<file path="config.mk">
export PLATFORM = sky130hd
export DESIGN_NAME = neur_mac_sequencer
export DESIGN_NICKNAME = d
export VERILOG_FILES = /design/src/rtl/neur_mac_sequencer.sv
export SDC_FILE = /design/constraint.sdc
export NUM_CORES = 1
export LEC_CHECK = 0
export BUFFER_PORTS_ARGS = -buffer_cell sky130_fd_sc_hd__buf_4
export CAP_MARGIN = 20
export CORE_ASPECT_RATIO = 1.1
export CORE_MARGIN = 1.5
export CORE_UTILIZATION = 49
export CTS_CLUSTER_SIZE = 8
export DETAILED_ROUTE_END_ITERATION = 12
export PLACE_DENSITY_LB_ADDON = 0.12
export SYNTH_ARGS = -nofsm -noshare
export SYNTH_HDL_FRONTEND = slang
export SYNTH_SLANG_ARGS = --single-unit
</file>
<file path="constraint.sdc">
create_clock -name clk_i_fast -period 7.1 [get_ports clk_i_fast]
set_clock_uncertainty 0.2 [all_clocks]
set_input_delay 0 -clock clk_i_fast [delete_from_list [all_inputs] [get_ports clk_i_fast]]
set_output_delay 0 -clock clk_i_fast [all_outputs]
set_load 0.1 [all_outputs]
</file>
<file path="src/rtl/neur_mac_sequencer.sv">
// neur_mac_sequencer
// Unpacks one packed weight word and one packed activation word (8/4/2-bit elements) into four
// 17-bit multiplier lanes per fast cycle. It then accumulates the returned lane products into a
// 32-bit signed accumulator with a sticky overflow flag.
//
// Ports:
//   clk_i_fast  fast clock
//   rst_ni      asynchronous active-low reset
//   start_i     one-cycle request, captures weights_i / act_i / mode_i
//   mode_i      00 = 8-bit, 01 = 4-bit, 10 = 2-bit, 11 = illegal
//   weights_i   packed signed weights
//   act_i       packed unsigned activations
//   acc_clr_i   synchronous clear of accumulator and overflow flag
//   w_lane_o    sign-extended weight lanes (registered)
//   a_lane_o    zero-extended activation lanes (registered)
//   p_lane_i    lane products, PROD_LAT cycles after the lanes
//   busy_o      run in progress
//   done_o      one-cycle completion pulse
//   err_o       one-cycle pulse after a start with the illegal mode
//   acc_o       signed accumulator
//   ovf_o       sticky signed overflow
module neur_mac_sequencer #(
  parameter int unsigned PROD_LAT = 1
) (
  input  logic        clk_i_fast,
  input  logic        rst_ni,
  input  logic        start_i,
  input  logic [1:0]  mode_i,
  input  logic [31:0] weights_i,
  input  logic [31:0] act_i,
  input  logic        acc_clr_i,
  output logic [16:0] w_lane_o [4],
  output logic [16:0] a_lane_o [4],
  input  logic [31:0] p_lane_i [4],
  output logic        busy_o,
  output logic        done_o,
  output logic        err_o,
  output logic [31:0] acc_o,
  output logic        ovf_o
);

  typedef enum logic [1:0] {StIdle, StIssue, StDrain, StDone} state_e;

  state_e              state_q, state_d;
  logic [31:0]         w_word_q, w_word_d;
  logic [31:0]         a_word_q, a_word_d;
  logic [1:0]          mode_q, mode_d;
  logic [1:0]          grp_q, grp_d;
  logic [16:0]         w_lane_q [4];
  logic [16:0]         w_lane_d [4];
  logic [16:0]         a_lane_q [4];
  logic [16:0]         a_lane_d [4];
  logic                issue_q, issue_d;
  logic [PROD_LAT-1:0] tag_q;
  logic                err_q, err_d;
  logic [31:0]         acc_q, acc_d;
  logic                ovf_q, ovf_d;

  // Element idx of word at the given precision, sign- or zero-extended to 17 bits.
  function automatic logic [16:0] unpack_elem(input logic [31:0] word, input logic [1:0] mode,
                                              input logic [3:0] idx, input logic sgn);
    logic [4:0]  off;
    logic [16:0] r;
    r = '0;
    unique case (mode)
      2'b00: begin
        off = {idx[1:0], 3'b000};
        r   = {{9{sgn & word[off+5'd7]}}, word[off +: 8]};
      end
      2'b01: begin
        off = {idx[2:0], 2'b00};
        r   = {{13{sgn & word[off+5'd3]}}, word[off +: 4]};
      end
      default: begin
        off = {idx, 1'b0};
        r   = {{15{sgn & word[off+5'd1]}}, word[off +: 2]};
      end
    endcase
    return r;
  endfunction

  function automatic logic [1:0] last_grp(input logic [1:0] mode);
    unique case (mode)
      2'b00:   return 2'd0;
      2'b01:   return 2'd1;
      default: return 2'd3;
    endcase
  endfunction

  logic        load;
  logic [31:0] src_w, src_a;
  logic [1:0]  src_mode, src_grp;
  logic        pending;
  logic        tag_out;

  // Groups still in flight other than the one whose products arrive this cycle.
  always_comb begin
    pending = issue_q;
    for (int i = 0; i < int'(PROD_LAT) - 1; i++) pending = pending | tag_q[i];
    tag_out = tag_q[PROD_LAT-1];
  end

  always_comb begin
    state_d  = state_q;
    w_word_d = w_word_q;
    a_word_d = a_word_q;
    mode_d   = mode_q;
    grp_d    = grp_q;
    err_d    = 1'b0;
    load     = 1'b0;
    // Group 0 is taken straight from the inputs so it reaches the lanes one cycle after start.
    src_w    = w_word_q;
    src_a    = a_word_q;
    src_mode = mode_q;
    src_grp  = grp_q;

    unique case (state_q)
      StIdle: begin
        if (start_i) begin
          if (mode_i == 2'b11) begin
            err_d = 1'b1;
          end else begin
            w_word_d = weights_i;
            a_word_d = act_i;
            mode_d   = mode_i;
            src_w    = weights_i;
            src_a    = act_i;
            src_mode = mode_i;
            src_grp  = 2'd0;
            load     = 1'b1;
            grp_d    = 2'd1;
            state_d  = (last_grp(mode_i) == 2'd0) ? StDrain : StIssue;
          end
        end
      end
      StIssue: begin
        load  = 1'b1;
        grp_d = grp_q + 2'd1;
        if (grp_q == last_grp(mode_q)) state_d = StDrain;
      end
      StDrain: begin
        if (!pending) state_d = StDone;
      end
      StDone: begin
        state_d = StIdle;
      end
    endcase

    issue_d = load;
    for (int k = 0; k < 4; k++) begin
      w_lane_d[k] = '0;
      a_lane_d[k] = '0;
      if (load) begin
        w_lane_d[k] = unpack_elem(src_w, src_mode, {src_grp, 2'(k)}, 1'b1);
        a_lane_d[k] = unpack_elem(src_a, src_mode, {src_grp, 2'(k)}, 1'b0);
      end
    end
  end

  // Accumulate: a clear in the same cycle as a product makes the product sum the new base.
  logic [33:0] psum;
  logic [31:0] acc_base;
  logic        ovf_base;
  logic [34:0] acc_full;

  always_comb begin
    psum = '0;
    for (int k = 0; k < 4; k++) psum = psum + {{2{p_lane_i[k][31]}}, p_lane_i[k]};
    acc_base = acc_clr_i ? 32'd0 : acc_q;
    ovf_base = acc_clr_i ? 1'b0 : ovf_q;
    acc_full = {{3{acc_base[31]}}, acc_base} + {psum[33], psum};
    acc_d    = acc_base;
    ovf_d    = ovf_base;
    if (tag_out) begin
      acc_d = acc_full[31:0];
      ovf_d = ovf_base | (acc_full[34:31] != {4{acc_full[31]}});
    end
  end

  always_ff @(posedge clk_i_fast or negedge rst_ni) begin
    if (!rst_ni) begin
      state_q  <= StIdle;
      w_word_q <= '0;
      a_word_q <= '0;
      mode_q   <= '0;
      grp_q    <= '0;
      issue_q  <= 1'b0;
      tag_q    <= '0;
      err_q    <= 1'b0;
      acc_q    <= '0;
      ovf_q    <= 1'b0;
      for (int k = 0; k < 4; k++) begin
        w_lane_q[k] <= '0;
        a_lane_q[k] <= '0;
      end
    end else begin
      state_q  <= state_d;
      w_word_q <= w_word_d;
      a_word_q <= a_word_d;
      mode_q   <= mode_d;
      grp_q    <= grp_d;
      issue_q  <= issue_d;
      tag_q[0] <= issue_q;
      for (int i = 1; i < int'(PROD_LAT); i++) tag_q[i] <= tag_q[i-1];
      err_q    <= err_d;
      acc_q    <= acc_d;
      ovf_q    <= ovf_d;
      for (int k = 0; k < 4; k++) begin
        w_lane_q[k] <= w_lane_d[k];
        a_lane_q[k] <= a_lane_d[k];
      end
    end
  end

  assign w_lane_o = w_lane_q;
  assign a_lane_o = a_lane_q;
  assign busy_o   = (state_q == StIssue) || (state_q == StDrain);
  assign done_o   = (state_q == StDone);
  assign err_o    = err_q;
  assign acc_o    = acc_q;
  assign ovf_o    = ovf_q;

endmodule

</file>
After elaboration in Yosys (flattened, before gate mapping)

Cells that the tools add are included.

$add $sub $neg: 13
Magnitude comparators: 8
Equal/unequal tests: 13
Shift operators: 16
Muxes and demuxes: 69
Bitwise gates (word level): 1
Reductions and logical operators: 9

Operators with widths:

| operator            | number |
|---|---|
| $mux 32             | 8 |
| $shiftx 32x6->2     | 8 |
| $shiftx 32x6->4     | 8 |
| $pmux 17 s2         | 4 |
| $mux 17             | 4 |
| $pmux 8 s2          | 4 |
| $lt 5x6->1 const B  | 8 |
| $bmux 1 s5          | 8 |
| $add 32x34->35      | 1 |
| $add 33x32->34      | 1 |
| $add 34x34->34      | 1 |
| $mux 2              | 17 |
| $add 32x32->33      | 1 |
| $mux 8              | 4 |
| $add 5x1->5 const B | 4 |
| $add 5x2->5 const B | 4 |
| $mux 1              | 15 |
| $pmux 2 s2          | 3 |
| $logic_not 2->1     | 5 |
| $eq 2x1->1 const B  | 4 |
| $ne 2x2->1 const B  | 4 |
| $pmux 2 s4          | 1 |
| $eq 2x2->1 const B  | 3 |
| $reduce_and 4->1    | 1 |
| other kinds (8)     | 8 |

Flip-flop bits (word level): 242
Input port bits: 198
Logic and storage cells: 147

Depth between registers and ports, before layout

Gate-level depths: netlist (run 1).

Depth after elaboration: 10
Mapped depth: 26
Depth with buffers taken out: 25

Least setup slack after synthesis (run 1)

Ideal clock, no wire load.

Path type: input -> register
Start point: in p_lane_i[1] in the netlist's numbering
End point: reg ovf_q, in the netlist ovf_o
Arrival: 5.073 ns
Required time: 6.799 ns
Path slack: 1.726 ns
Stages on the path: 25
Path through: inv_1 fa_1 fa_1 inv_1 ha_1 fa_1 a21o_1 a21o_1 a21oi_1 o21bai_1 a21oi_1 o21bai_1 a41o_1 o41ai_1 xnor2_1 ha_1 a21oi_1 o211ai_1 o211ai_1 o22ai_1 o311ai_1 nand3_1 xor2_1 and4_1 o32ai_1

Longest elaborated chain between the ends: 5

RTL lines:

| element                | line | source |
|---|---|---|
| start: declaration     | 34   | `input logic [31:0] p_lane_i [4],` |
| $add 34x34->34         | 168  | `for (int k = 0; k < 4; k++) psum = psum + {{2{p_lane_i[k][31]}}, p_lane_i[k]};` |
| $add 32x34->35         | 171  | `acc_full = {{3{acc_base[31]}}, acc_base} + {psum[33], psum};` |
| $ne 3x3->1             | 176  | `ovf_d = ovf_base \| (acc_full[34:31] != {4{acc_full[31]}});` |
| $or 1x1->1             | 176  |  |
| $mux 1                 | 174  | `if (tag_out) begin` |
| named net ovf_d        | 57   | `logic ovf_q, ovf_d;` |
| end signal: assignment | 207  | `ovf_q <= ovf_d;` |
| end: declaration       | 57   |  |

The timed path passes the listed nets, and every way through them passes these cells.
A chain may end at the register's enable or synchronous reset.

Final worst setup path (run 1)

Ends and elaborated chain as after synthesis.

==> results.md, run 1 <==
- No sink is reached through more buffers than the 2 on the longest clock path.
- Based on the critical path, the design can be clocked at up to 177 MHz.
- Before antenna repair, the detailed router went through 5 iterations.
- The worst-case register-to-register setup slack is 3.04 ns.
- The worst register-to-register path ends at a_lane_o[52].
- The initial antenna violation count is 1.
- The number of cell rows is 62.
- The detail route stage leaves a number of antenna-violating nets equal to 0.
- The max-cap violation count is 0.
- The clock input transition at the sequential cells of the worst setup and hold paths is 0.08 ns.
- The highest net fanout along the worst path is 6.
- The final wirelength is 33.6 mm.
- The worst setup path is of the in -> reg kind.
- The initial detailed-routing violation count is 476.
- The via count of the first global-routing pass is 11200.
- For the worst setup path, the data arrival time is 5.77 ns.
- In the layout the commonest cells are sky130_fd_sc_hd__buf_4, sky130_fd_sc_hd__inv_1, sky130_fd_sc_hd__dfrtp_1, sky130_fd_sc_hd__a21oi_1, sky130_fd_sc_hd__nor2_1.
- The placed wire-length estimate after detailed placement is 25.1 mm.
- For this design the static power due to leakage is 8.78 nW.
- The endpoint required time on the critical path is 7.23 ns.
- The setup slack at placement is 1.07 ns.
- In this run the clock root is driven by a sky130_fd_sc_hd__clkbuf_16.
- The top-level I/O count is 370.
- The final period utilization is 0.795.
- The first global-routing pass estimated 55.4 mm of wire.
- The headroom to the max-slew limit is 0.403.
- The count of synthesis-stage warnings from yosys is 0.
- The final critical-path setup slack is 1.45 ns.
- The global placement routability congestion is 0.836.
- The highest ir drop seen on vdd is 0.000424 V.
- STA classifies the critical path startpoint as an input pin.
- Among all flip-flop cells after synthesis, the most frequent one is sky130_fd_sc_hd__dfrtp_1.
- Leaving out fill and tap cells, the most frequent cell in the layout is sky130_fd_sc_hd__buf_4.
- The vias after detailed routing is 10900.
- The total global-route track usage is 0.246.
- The average instance in the mapped netlist occupies 9.47 um2.
- After detailed routing, the number of remaining DRC violations is 0.
- The fraction of layout cells with a size suffix above 1 is 0.273.
- The capture endpoint of the worst hold path is w_word_q[30].
- The synthesized area is 13100 um2.
- The die covers 27700 um2.
- For the worst flop-to-flop path, the logic depth is 11.
- Counting every sink on the clock net gives 170.
- The number of cells produced by synthesis is 1380.
- The run finished with clean final reports.
- The post-cts sizing count is 0.
- The final design utilization is 0.646.
- The worst setup path is captured at a register.
- The clock latency on the worst-skew pair is 0.44 ns.
- The worst hold path class is in -> reg.
- At the pin with the least slew margin, the transition time is 0.890 ns.
- Setup repair after global routing left no endpoint under its margin.
- The number of slew-limit violations in the final report is 0.
- The TritonCTS clock tree is built.
- The number of endpoints with negative hold slack in the final report came to 0.
- The async set-or-reset flop fraction in the synthesized netlist is 1.00.
- The time the final worst path needs with I/O delays and setup is 5.65 ns.
- During placement, the flow inserted port buffers numbering 333.
- The initial utilization of the core area, before any placement, comes to 0.500.
- The remaining global-route overflow is 0.
- The number of clock buffers added by TritonCTS is 17.
- The number of synthesized register bits is 170.
- The area added between synthesis and finish is 29.1%.
- The depth of the worst hold-timing path is 3.
- The floorplan step set the die height to 174 um.
- Setup violations remaining at the end of the flow were counted as 0.
- The total negative slack for setup checks is 0 ns.
- After detailed routing, the average wire length per cell comes to 16.0 um.
- The count of flip-flops with a built-in enable after synthesis is 0.
- The worst hold path begins at weights_i[30].
- The unique cell type count in the Yosys netlist is 68.
- Entering global routing, the biggest net connects 108 pins.
- The routed via count divided by cell count is 5.21.
- The reg-to-reg critical path startpoint is state_q[1].
- The power per cell area is 510 nW/um2.
- The net count of the finished layout is 2064.
- The total area inside the core boundary comes to 26100 um2.
- In this run the horizontal extent of the chip is 159 um.
- The number of H-tree levels is 4.
- The fraction of the yosys area taken by sequential cells is 0.325.
==> final cells by class <==
cell class / count / area [um2]
Clock inverter: 15 / 185
Multi-Input combinational cell: 936 / 7530
Sequential cell: 170 / 4250
Antenna cell: 1 / 2.50
Tap cell: 352 / 440
Fill cell: 2157 / 9270
Clock buffer: 17 / 425
Inverter: 185 / 694
Timing Repair Buffer: 418 / 3340
==> registers in the layout (all words and copies together), names as in the netlist <==
| name | flops |
|---|---|
| a_lane_o | 32 |
| a_word_q | 32 |
| acc_o | 32 |
| w_lane_o | 32 |
| w_word_q | 32 |
| grp_q | 2 |
| mode_q | 2 |
| state_q | 2 |
| err_o | 1 |
| issue_q | 1 |
| ovf_o | 1 |
| tag_out | 1 |
==> worst max-delay path: stages <==
cell and delay [ns]:
sky130_fd_sc_hd__buf_4 0.08, sky130_fd_sc_hd__inv_1 0.04, sky130_fd_sc_hd__fa_1 0.50, sky130_fd_sc_hd__fa_1 0.51, sky130_fd_sc_hd__inv_1 0.05, sky130_fd_sc_hd__ha_1 0.23, sky130_fd_sc_hd__fa_1 0.41, sky130_fd_sc_hd__a21o_1 0.19
sky130_fd_sc_hd__a21o_1 0.19, sky130_fd_sc_hd__a21oi_1 0.28, sky130_fd_sc_hd__o21bai_1 0.11, sky130_fd_sc_hd__a21oi_1 0.22, sky130_fd_sc_hd__o21bai_1 0.13, sky130_fd_sc_hd__a41o_1 0.27, sky130_fd_sc_hd__o41ai_1 0.32, sky130_fd_sc_hd__xnor2_1 0.17
sky130_fd_sc_hd__ha_1 0.32, sky130_fd_sc_hd__a21oi_1 0.33, sky130_fd_sc_hd__o211ai_1 0.16, sky130_fd_sc_hd__o211ai_1 0.15, sky130_fd_sc_hd__o22ai_1 0.13, sky130_fd_sc_hd__o311ai_1 0.29, sky130_fd_sc_hd__nand3_1 0.13, sky130_fd_sc_hd__xor2_1 0.17
sky130_fd_sc_hd__and4_1 0.19, sky130_fd_sc_hd__o32ai_1 0.22
==> logic make-up after synthesis <==
family                   Yosys count  synth area share
buffers and inverters            309             0.110
other                              1          0.000287
multiplexers                     105            0.0939
flip-flops                       170             0.325
XOR/XNOR                          62            0.0415
AND/OR/NAND/NOR                  286             0.105
AO/OA/AOI/OAI                    309             0.154
adder cells (fa/ha/maj)          138             0.170
==> worst max path at each step <==
stage                           start    end  cells after the start
after floorplan           p_lane_i[1]  ovf_o                     25
after global placement    p_lane_i[1]  ovf_o                     26
after detailed placement  p_lane_i[1]  ovf_o                     26
after CTS                 p_lane_i[1]  ovf_o                     26
after global routing      p_lane_i[1]  ovf_o                     26
final                     p_lane_i[1]  ovf_o                     26
==> per-layer routing <==
metal / vias up / track usage / wire (um)
met5: - / 0 / 0
met4: 0 / 0.0718 / 737
met3: 50 / 0.0487 / 1900
met2: 320 / 0.433 / 17100
met1: 5250 / 0.305 / 13900
li1: 5295 / - / -
==> Yosys cell counts (39+ instances only) <==
| cell | number | area share |
|---|---|---|
| sky130_fd_sc_hd__nor2b_1 | 41 | 0.020 |
| sky130_fd_sc_hd__fa_1 | 66 | 0.10 |
| sky130_fd_sc_hd__dfrtp_1 | 170 | 0.33 |
| sky130_fd_sc_hd__mux2_2 | 71 | 0.061 |
| sky130_fd_sc_hd__nor2_1 | 82 | 0.024 |
| sky130_fd_sc_hd__ha_1 | 72 | 0.069 |
| sky130_fd_sc_hd__xnor2_1 | 45 | 0.030 |
| sky130_fd_sc_hd__inv_1 | 183 | 0.053 |
| sky130_fd_sc_hd__buf_4 | 72 | 0.041 |
| sky130_fd_sc_hd__clkbuf_1 | 39 | 0.011 |
| sky130_fd_sc_hd__nand2_1 | 69 | 0.020 |
| sky130_fd_sc_hd__a21oi_1 | 113 | 0.043 |
==> through the flow <==
stage	hold WS [ns]	power [mW]	instance area, um2	std cells
after floorplan	-0.496	6.37	13200	1415
after global placement	0.0113	7.54	15500	1988
after detailed placement	0.00209	7.60	15500	1988
after CTS	0.0960	8.61	16800	2091
after global routing	0.156	9.16	16900	2094
final	0.153	8.60	16900	2094
==> report_power, final <==
part / total (mW) / switching [mW] / internal, mW / leakage [nW]
registers: 1.57 / 0.209 / 1.36 / 2.16
logic: 6.09 / 4.14 / 1.95 / 6.32
clock network: 0.943 / 0.466 / 0.477 / 0.296
==> repair_timing <==
item	CTS	global route
endpoints found under the hold margin	241	42
setup buffers	0	0
hold buffers	71	1
No activity file was read; power rests on OpenSTA's default activity.
==> inputs of run 2 (changes only) <==
clock period = 4.9 ns   (was 7.1 ns; I/O delays follow)
==> results.md, run 2 (synthesis results as in run 1) <==
- The maximum number of buffers from clock root to sink is 2 (unchanged).
- The length of routed wiring on met1 was 14.8 mm (+6.6%).
- The depth of the worst hold-timing path is 3 (unchanged).
- The count of input and output buffers is 333 (unchanged).
- The startpoint identified for the worst register-to-register timing path is state_q[0].
- The post-route cell area came to 18100 um2 (+7.0%).
- The clock net sink count came to 170 (unchanged).
- The initial core utilization is 0.500 (unchanged).
- The post-place instance area is 16500 um2 (+6.6%).
- The worst hold path begins at weights_i[31].
- The number of H-tree levels was 4 (unchanged).
- The worst setup path is launched from an input pin.
- The remaining global-route overflow is 0 (unchanged).
- The highest ir drop seen on vdd is 0.000643 V (+52%).
- The detail-routed net length per standard cell is 15.8 um (-1.4%).
- Setup repair after global routing could not meet its margin everywhere.
- The worst setup path is captured at a register.
- The path depth of the worst reg2reg path is 8 (-3).
- The topmost layer with routed signal wires is met4.
- The final design utilization was 0.691 (+0.0450).
- The power per cell area is 753 nW/um2 (+48%).
- The clock latency on the worst-skew pair is 0.44 ns (about the same).
- The area used by sequential logic in the layout is 4250 um2 (unchanged).
- The number of nets at the end of the flow was 2195 (+6.3%).
- The core box area is 26100 um2 (unchanged).
- The floorplan die area is 27700 um2 (unchanged).
- For this run, the top clock speed supported by timing is 204 MHz.
- The total power is 13.6 mW (+58%).
- The via count of the first global-routing pass is 11600 (+3.6%).
- The area added between synthesis and finish is 38.1%.
- The global-route wire length before repair is 57.3 mm (+3.4%).
- The final instance count without filler cells is 2224 (+6.2%).
- The total global-route track usage is 0.254 (+0.00826).
- The worst-case register-to-register setup slack is 1.47 ns (-1.57 ns).
- In the layout the commonest cells are sky130_fd_sc_hd__buf_4, sky130_fd_sc_hd__inv_1, sky130_fd_sc_hd__dfrtp_1, sky130_fd_sc_hd__a21oi_1, sky130_fd_sc_hd__nor2_1.
- The area of the multi-input gates is 7670 um2 (+1.9%).
- The x dimension of the die is 159 um (unchanged).
- The placed wire-length estimate after detailed placement is 26.6 mm (+5.6%).
- The total negative slack for setup checks came to 0 ns (unchanged).
- The top-level I/O count is 370 (unchanged).
- The final-layout fill cell count is 2060 (-4.5%).
- The time the final worst path needs with I/O delays and setup is 4.90 ns.
- The cell total after placement is 2117 (+6.5%).
- The critical path in this run is classified as in -> reg.
- The data arrival time of the critical path came to 5.03 ns (-0.74 ns).
- The initial antenna violation count came to 0 (-1).
- The DRC violation count after routing came to 0 (unchanged).
- The highest net fanout along the worst path is 4 (-2).
- The max-cap violation count is 0 (unchanged).
- Leaving out fill and tap cells, the most frequent cell in the layout is sky130_fd_sc_hd__buf_4.
- The number of slew-limit violations in the final report came to 0 (unchanged).
- The endpoint required time on the critical path is 5.03 ns (-2.20 ns).
- The vias after detailed routing was 11400 (+4.4%).
- The run finished with clean final reports.
- The CTS buffer count was 17 (unchanged).
- The capture endpoint of the worst hold path is w_word_q[31].
- The met3 wire length is 1.85 mm (-2.6%).
- The final wirelength is 35.2 mm (+4.7%).
- The final period utilization is 0.999.
- The transition at the pin with the smallest max-transition slack is 0.638 ns (-0.252 ns).
- The global placement routability congestion is 0.858 (+2.6%).
- The final setup violation count was 0 (unchanged).
- The routed length on met2 is 17.8 mm (+4.3%).
- The number of nets with antenna violations after detailed routing is 0 (unchanged).
- In this run the worst hold path is classified as in -> reg.
- The antenna diode count was 0 (-1).
- The leakage power figure is 9.45 nW (+7.6%).
- The clock input transition at the sequential cells of the worst setup and hold paths is 0.08 ns (about the same).
- The TritonCTS clock tree is built.
- The initial detailed-routing violation count is 485 (+1.9%).
- The routed via count divided by cell count came to 5.12 (-1.7%).
- The number of endpoints with negative hold slack in the final report came to 0 (unchanged).
- The number of iterations in the first detailed-routing pass is 5 (unchanged).
- The fraction of layout cells with a size suffix above 1 was 0.340 (+0.0669).
- Clock tree synthesis selected as its root buffer the cell sky130_fd_sc_hd__clkbuf_16.
- The floorplan die height was 174 um (unchanged).
- The maximum number of pins on one net before global-route repair is 50 (-54%).
- The number of cell rows was 62 (unchanged).
- The headroom to the max-slew limit is 0.572 (+0.169).
- The worst register-to-register path ends at a_lane_o[34].
## run 2: changes by cell type in the layout (fill, tap and decap cells not counted), sizes merged
cell | before | now
buf | 346 | 477
bufinv | 0 | 1
clkinv | 12 | 11
diode | 1 | 0
## run 2: stage by stage
| step | hold slack, ns | worst slack [ns] |
|---|---|---|
| 4_1_cts | 0.133 | -0.0409 |
| 2_1_floorplan | -0.496 | -0.187 |
| 5_1_grt | 0.154 | -0.278 |
| 6_report | 0.149 | 0.00412 |
| 3_5_place_dp | -0.125 | -0.587 |
| 3_3_place_gp | -0.125 | -0.510 |
## run 2: worst max-delay path by stage
stage            startpoint  endpoint  slack [ns]  depth (start not counted)
6_report       p_lane_i[65]     ovf_o       0.004                         26
5_1_grt        p_lane_i[65]     ovf_o       -0.28                         26
4_1_cts        p_lane_i[65]     ovf_o       -0.04                         26
3_5_place_dp   p_lane_i[65]     ovf_o       -0.59                         26
3_3_place_gp   p_lane_i[65]     ovf_o       -0.51                         26
2_1_floorplan  p_lane_i[65]     ovf_o       -0.19                         25
## run 2: area by class of cell
| class | instances | area share |
|---|---|---|
| Multi-Input combinational cell | 936 | 0.425 |
| Timing Repair Buffer | 549 | 0.240 |
| Sequential cell | 170 | 0.236 |
| Inverter | 185 | 0.0389 |
| Tap cell | 352 | 0.0244 |
| Clock buffer | 17 | 0.0236 |
| Clock inverter | 15 | 0.0122 |
## run 2: repair_timing
item                                   CTS  global route
hold buffers                            73             0
setup endpoints to repair                4            13
endpoints found under the hold margin  208             0
gates resized for setup                  3            26
pin swaps                                6            11
buffers inserted                         0             2
## run 2: metal layers
layer	vias up	GRT usage
met1	5482	0.318
met5	-	0
met2	323	0.445
met4	0	0.0750
met3	48	0.0484
li1	5543	-
## run 2: power by group
group / switching [mW] / internal (mW) / leakage (nW)
Sequential: 0.334 / 1.97 / 2.16
Combinational: 6.25 / 3.58 / 6.98
Clock: 0.699 / 0.749 / 0.310
Total: 7.29 / 6.30 / 9.45
## run 2: critical path, cell delays in order
cell and delay (ns):
sky130_fd_sc_hd__buf_6 0.09, sky130_fd_sc_hd__inv_8 0.03, sky130_fd_sc_hd__fa_1 0.48, sky130_fd_sc_hd__fa_1 0.51, sky130_fd_sc_hd__inv_2 0.05, sky130_fd_sc_hd__ha_4 0.15
sky130_fd_sc_hd__fa_2 0.36, sky130_fd_sc_hd__a21o_1 0.16, sky130_fd_sc_hd__a21o_1 0.18, sky130_fd_sc_hd__a21oi_2 0.20, sky130_fd_sc_hd__o21bai_1 0.11, sky130_fd_sc_hd__a21oi_2 0.15
sky130_fd_sc_hd__o21bai_1 0.11, sky130_fd_sc_hd__a41o_1 0.22, sky130_fd_sc_hd__o41ai_2 0.24, sky130_fd_sc_hd__xnor2_1 0.16, sky130_fd_sc_hd__ha_2 0.32, sky130_fd_sc_hd__a21oi_2 0.16
sky130_fd_sc_hd__o211ai_1 0.10, sky130_fd_sc_hd__o211ai_1 0.13, sky130_fd_sc_hd__o22ai_1 0.15, sky130_fd_sc_hd__o311ai_1 0.25, sky130_fd_sc_hd__nand3_1 0.13, sky130_fd_sc_hd__xor2_1 0.18
sky130_fd_sc_hd__and4_1 0.16, sky130_fd_sc_hd__o32ai_1 0.27
